File: config.mk
export PLATFORM = sky130hd
export DESIGN_NAME = sprite_rle_loader
export DESIGN_NICKNAME = d
export VERILOG_FILES = /design/src/rtl/sprite_rle_loader.sv
export SDC_FILE = /design/constraint.sdc
export NUM_CORES = 1
export LEC_CHECK = 0
export ABC_AREA = 0
export CAP_MARGIN = 20
export CORE_AREA = 2 2 78 80
export DETAILED_ROUTE_END_ITERATION = 10
export DIE_AREA = 0 0 80 82
export PLACE_DENSITY = 0.9
export SYNTH_ARGS = -nofsm -noshare
export SYNTH_HDL_FRONTEND = slang
export SYNTH_SLANG_ARGS = --single-unit
File: constraint.sdc
create_clock -name clk -period 4.8 [get_ports clk]
set_input_delay 0.96 -clock clk [delete_from_list [all_inputs] [get_ports clk]]
set_output_delay 0.96 -clock clk [all_outputs]
set_load 0.005 [all_outputs]
File: src/rtl/sprite_rle_loader.sv
// sprite_rle_loader: expands an RLE token stream into per-pixel sprite RAM writes.
// Optional SPRITE_RLE_TRANSPARENT_SKIP_EN suppresses writes for runs of TRANSP_COLOR.
module sprite_rle_loader #(
  parameter int DATA_WIDTH = 12,
  parameter int ADDR_WIDTH = 12,
  parameter int RUN_WIDTH = 8,
  parameter logic [DATA_WIDTH-1:0] TRANSP_COLOR = 12'hF0F
) (
  input  logic                  clk,
  input  logic                  rst_n,
  input  logic                  start,
  input  logic [ADDR_WIDTH-1:0] base_addr,
  input  logic [ADDR_WIDTH:0]   length,
  input  logic                  tok_valid,
  output logic                  tok_ready,
  input  logic [RUN_WIDTH-1:0]  tok_run,
  input  logic [DATA_WIDTH-1:0] tok_color,
  output logic                  we,
  output logic [ADDR_WIDTH-1:0] addr_w,
  output logic [DATA_WIDTH-1:0] din,
  output logic                  busy,
  output logic                  done,
  output logic                  overrun
);
`ifdef SPRITE_RLE_TRANSPARENT_SKIP_EN
  localparam bit SKIP_EN = 1'b1;
`else
  localparam bit SKIP_EN = 1'b0;
`endif
  localparam logic [ADDR_WIDTH:0] REM_ONE = 1;
  typedef enum logic [1:0] {IDLE, WAIT_TOK, EXPAND, DONE} state_t;
  state_t state_q, state_d;
  logic [ADDR_WIDTH-1:0] ptr_q, ptr_d;
  logic [ADDR_WIDTH:0] rem_q, rem_d;
  logic [RUN_WIDTH-1:0] run_q, run_d;
  logic [DATA_WIDTH-1:0] color_q, color_d;
  logic ovr_q, ovr_d, accept;
  always_ff @(posedge clk or negedge rst_n)
    if (!rst_n) begin
      state_q <= IDLE;
      ptr_q <= '0;
      rem_q <= '0;
      run_q <= '0;
      color_q <= '0;
      ovr_q <= 1'b0;
    end else begin
      state_q <= state_d;
      ptr_q <= ptr_d;
      rem_q <= rem_d;
      run_q <= run_d;
      color_q <= color_d;
      ovr_q <= ovr_d;
    end
  // tok_ready in EXPAND looks only at registered counters so a new token chains with no bubble
  always_comb begin
    tok_ready = state_q == WAIT_TOK || (state_q == EXPAND && run_q == '0 && rem_q > REM_ONE);
    accept = tok_ready && tok_valid;
    busy = state_q != IDLE;
    done = state_q == DONE;
    we = state_q == EXPAND && !(SKIP_EN && color_q == TRANSP_COLOR);
    addr_w = ptr_q;
    din = color_q;
    overrun = ovr_q;
    state_d = state_q;
    ptr_d = ptr_q;
    rem_d = rem_q;
    run_d = run_q;
    color_d = color_q;
    ovr_d = ovr_q;
    case (state_q)
      IDLE:
        if (start) begin
          ptr_d = base_addr;
          rem_d = length;
          ovr_d = 1'b0;
          state_d = length == '0 ? DONE : WAIT_TOK;
        end
      WAIT_TOK:
        if (accept) begin
          color_d = tok_color;
          run_d = tok_run;
          state_d = EXPAND;
        end
      EXPAND: begin
        ptr_d = ptr_q + ADDR_WIDTH'(1);
        rem_d = rem_q - REM_ONE;
        run_d = run_q != '0 ? run_q - RUN_WIDTH'(1) : run_q;
        if (accept) begin
          color_d = tok_color;
          run_d = tok_run;
        end else if (rem_q == REM_ONE) begin
          ovr_d = run_q != '0;
          state_d = DONE;
        end else if (run_q == '0) state_d = WAIT_TOK;
      end
      default: state_d = IDLE;
    endcase
  end
endmodule

Word-level counts from Yosys, hierarchy flattened. Index checks and enable logic that the tools add are counted.

Output and inout port bits: 29. Register bits: 48. Logic and storage cells: 56. Input port bits: 49.

Order comparisons: 1. Mux-type cells: 19. Equality and inequality tests: 10. Reductions and logical operators: 17. Add/sub/neg operators: 3.

Operators with widths (count): 13-bit case mux with 2 select lines (1); 8-bit two-way mux (3); 12-bit case mux with 2 select lines (1); 8-bit case mux with 2 select lines (1); 13-bit by 1-bit == test with 1-bit output (second input constant) (1); 13-bit by 1-bit greater-than comparator with 1-bit output (second input constant) (1); 13-bit logical NOT (1); 13-bit two-way mux (1); 13-bit by 1-bit subtractor with 13-bit output (second input constant) (1); 12-bit by 1-bit adder with 12-bit output (second input constant) (1); 12-bit two-way mux (1); 2-bit two-way mux (6); 8-bit logical NOT (1); 4-bit AND reduction (2); 8-bit nonzero test (1); 8-bit by 1-bit subtractor with 8-bit output (second input constant) (1); 2-bit != test (second input constant) (3); 3-bit by 1-bit != test with 1-bit output (second input constant) (2); 2-bit case mux with 3 select lines (1); 2-bit nonzero test (3); 2-bit == test (second input constant) (2); 2-bit AND reduction (2); 1-bit logical AND (3); 1-bit two-way mux (3); 7 further kinds (7).

Logic depth before layout (Yosys ltp).
Depth in word-level cells: 7. Gate-level depth with buffers: 9. Mapped depth without buffers: 7.

Least setup slack after synthesis. OpenSTA, ideal clock, no wires.

Path kind: register to output. Start point: reg run_q[0]. End point: out tok_ready. Arrival: 1607 ps. Buffers on the path: 1. Setup slack: 2233 ps. Cell stages (with the launch flop): 7. Data required time: 3840 ps. Path through: dfrtp_1 -> inv_1 -> ha_1 -> or4b_4 -> or2_0 -> buf_6 -> o31ai_4.

Longest elaborated chain between the ends: 4.

Ends and longest elaborated chain: start, declared (RTL line 35) `logic [RUN_WIDTH-1:0] run_q, run_d;`; start signal, assigned (RTL line 50) `run_q <= run_d;`; 8-bit logical NOT (RTL line 56) `tok_ready = state_q == WAIT_TOK || (state_q == EXPAND && run_q == '0 && rem_q > REM_ONE);`; 1-bit logical AND (2 in a row) (RTL line 56); 1-bit logical OR (RTL line 56); end, declared (RTL line 15) `output logic tok_ready,`.

No other way between the ends.

Worst setup path after layout. Ends and elaborated chain as after synthesis.

==> impl_metrics.py <==
metrics = {
    "power_and_ir_drop": {
        "power.density_mw_per_mm2": 627,
        "ir_worst_vdd_mv": 0.341,
        "pwr-share-clk_pct": 10.4,
        "power_frac_seq_pct": 35.1,
        "power.internal_mw": 1.39,
        "p_switching_mw": 1.00,
        "power_frac_comb_pct": 54.6,
        "p_leak_nw": 1.49,
        "p_sw_share_pct": 42.0,
    },
    "die": {
        "io_pins": 78,
        "start_util_pct": 50.2,
        "die_w_um": 80,
        "die_area_mm2": 0.00656,
        "die_y_um": 82,
        "core_area_mm2": 0.00575,
        "std_cell_rows": 28,
    },
    "layout": {
        "synthToLayoutAreaGrowth_pct": 32.1,
        "layout.nets": 435,
        "final_common_cell": "clkdlybuf4s50_1",
        "drive_gt1_share_pct": 8.75,
        "antenna_cells": 0,
        "fillers": 446,
        "layout_common_cells": "76 x clkdlybuf4s50_1, 48 x dfrtp_1, 28 x a21oi_1",
    },
    "timing": {
        "setup_violations": 0,
        "slew_headroom_pct": 57.5,
        "fmax_mhz": 279,
        "fin_crit_sh_pct": 74.6,
        "slew_viol_final": 0,
        "worst_pin_slew_ns": 0.638,
        "hold_viol": 0,
        "timing.final.ws_setup_ns": 1.22,
        "fin_crit_ns": 3.58,
        "fin_skew_ns": 0.00799,
        "rsz0062_at_grt": "false",
        "tns_ns": 0,
    },
    "route": {
        "drt_pass1_iterations": 5,
        "drc_errors": 0,
        "viasPerCell": 6.10,
        "vias": 2757,
        "drt-initial-drc-count": 228,
        "drtAntennaViolNets": 0,
        "wl_mm": 7.39,
        "routedWlPerCell_um": 16.3,
    },
    "setup_path": {
        "crit_chain": "inv_1 -> ha_1 -> or4b_4 -> or2_0 -> o31ai_4 -> clkdlybuf4s50_1",
        "cpPeakStageDelay_ns": 0.54,
        "arrival_ns": 2.62,
        "crit_type": "flop to output pin",
        "worstSetupStartpointType": "flop",
        "end_kind": "output pin",
        "cp.required_ns": 3.84,
        "cp_max_fo": 8,
        "cp_slowest_cell": "clkdlybuf4s50_1",
    },
    "outcome": {
        "outcome": "finished clean",
    },
    "synth": {
        "ys_seq_area_share_pct": 41.6,
        "syn_area_mm2": 0.00288,
        "synth-simple-area-share_pct": 17.7,
        "syn_inst": 302,
        "synth.largest_area_cell": "dfrtp_1",
        "synthAdderAreaFrac_pct": 4.34,
        "synth_top_family_by_area": "compound AO/OA/AOI/OAI gates",
        "synth_compound_area_share_pct": 23.0,
        "syn_area_per_cell_um2": 9.55,
        "syn_nets": 361,
        "yosys-mux-area-fraction_pct": 9.15,
        "synth_xor_area_share_pct": 0.304,
        "synth_top_cell_area_share_pct": 41.6,
        "yosys_warnings": 0,
        "ys_types": 51,
        "synth-edff-count": 0,
        "synthArstFlopShare_pct": 100,
        "ys_ff_latch": 48,
        "ys.flop_type": "dfrtp_1",
        "synth_area_leaders": "dfrtp_1 42%, mux2_4 5.2%, a21oi_1 4.9%",
    },
    "clock_network": {
        "cts-root-buf": "clkbuf_8",
        "post_cts_buffers": 0,
        "cts_buffers": 5,
        "cts_max_level": 2,
        "clk_pin_slew_ns": 0.09,
        "cts-resized-gates": 0,
        "clock_path_buffers": 2,
        "worstSkewPairLatency_ns": 0.31,
        "clock_sinks": 48,
        "cts_tree": "done",
        "hold_buffers": 0,
    },
    "grt": {
        "grt_pass1_wl_mm": 12.0,
        "first_global_vias": 2585,
        "grt_overflow": 0,
        "grt_max_degree": 49,
        "antenna_found_initial": 0,
        "grt_use_total_pct": 23.2,
    },
    "placement": {
        "io_buffers": 77,
        "place.detailed.hpwl_mm": 5.35,
        "pre_cts_slack_ns": 1.56,
        "place_congestion": 0.893,
    },
    "run": {
        "cap_violations": 0,
    },
    "worst_hold_path": {
        "hp-class": "flop to flop",
    },
}
==> cells by family after synthesis <==
kind of cell    count (synthesis)
compound gates                103
xor+xnor                        1
fa+ha+maj                      10
buf+inv                        24
flops                          48
mux                            21
simple gates                   95
==> layer usage <==
metal | GRT usage, % | wire, µm | vias up
li1 | - | - | 1313
met1 | 30.7 | 3150 | 1307
met3 | 3.74 | 462 | 10
met5 | 0 | 0 | -
met2 | 39.3 | 3670 | 127
met4 | 7.12 | 110 | 0
==> sequential cells by signal, indices dropped and copies added, names as in the netlist <==
| signal | cells |
|---|---|
| rem_q | 13 |
| addr_w | 12 |
| din | 12 |
| run_q | 8 |
| state_q | 2 |
| overrun | 1 |
==> power by group through the flow <==
stage	registers (mW)	logic (mW)	clock network, mW
final	0.838	1.30	0.248
after global routing	0.872	1.45	0.266
after CTS	0.832	1.29	0.253
after detailed placement	0.836	1.29	0
after global placement	0.825	1.24	0
after floorplan	0.799	0.835	0
==> through the flow <==
stage          total power, mW  hold slack (ns)  std cells  instance area [µm²]  utilization, %
2_1_floorplan             1.63            0.505        302                 2880               -
3_3_place_gp              2.07            0.490        442                 3690            64.2
4_1_cts                   2.37            0.520        450                 3770            65.7
3_5_place_dp              2.12            0.494        442                 3690            64.2
6_report                  2.39            0.516        452                 3810            66.3
5_1_grt                   2.59            0.526        452                 3810            66.3
==> critical path: cells and delay by family, from the launching register on <==
kind | cells | cell delay [ns]
buf+inv | 2 | 0.65
simple gates | 2 | 0.84
fa+ha+maj | 1 | 0.15
compound gates | 1 | 0.26
flops | 1 | 0.43
==> layout make-up <==
class | instances | area, µm² | share of cell area [%]
Sequential cell | 48 | 1200 | 31.5
Multi-Input combinational cell | 230 | 1570 | 41.3
Timing Repair Buffer | 81 | 816 | 21.4
Inverter | 10 | 37.5 | 0.985
Clock inverter | 2 | 16.3 | 0.427
Clock buffer | 6 | 72.6 | 1.90
Tap cell | 75 | 93.8 | 2.46
==> final timing paths <==
check | start | end | slack, ns | cells after the start
max | run_q[0]$_DFFE_PN0P_ | tok_ready | 1.22 | 6
min | din[8]$_DFFE_PN0P_ | din[8]$_DFFE_PN0P_ | 0.52 | 1
max reg2reg | state_q[0]$_DFFE_PN0P_ | addr_w[9]$_DFFE_PN0P_ | 1.55 | 9
min reg2reg | din[8]$_DFFE_PN0P_ | din[8]$_DFFE_PN0P_ | 0.52 | 1
max in group asynchronous | rst_n | state_q[1]$_DFFE_PN0P_ | 3.62 | 2
min in group asynchronous | rst_n | addr_w[3]$_DFFE_PN0P_ | 0.65 | 1
==> cell usage after synthesis, drive strengths merged, types with 8 or more instances <==
cell,n
mux2,13
nand2,19
o22ai,18
inv,10
ha,10
mux2i,8
dfrtp,48
a21oi,28
clkbuf,12
nand3,16
nor3,8
o21ai,23
nor2,17
Power figures use the tool's default switching activity.
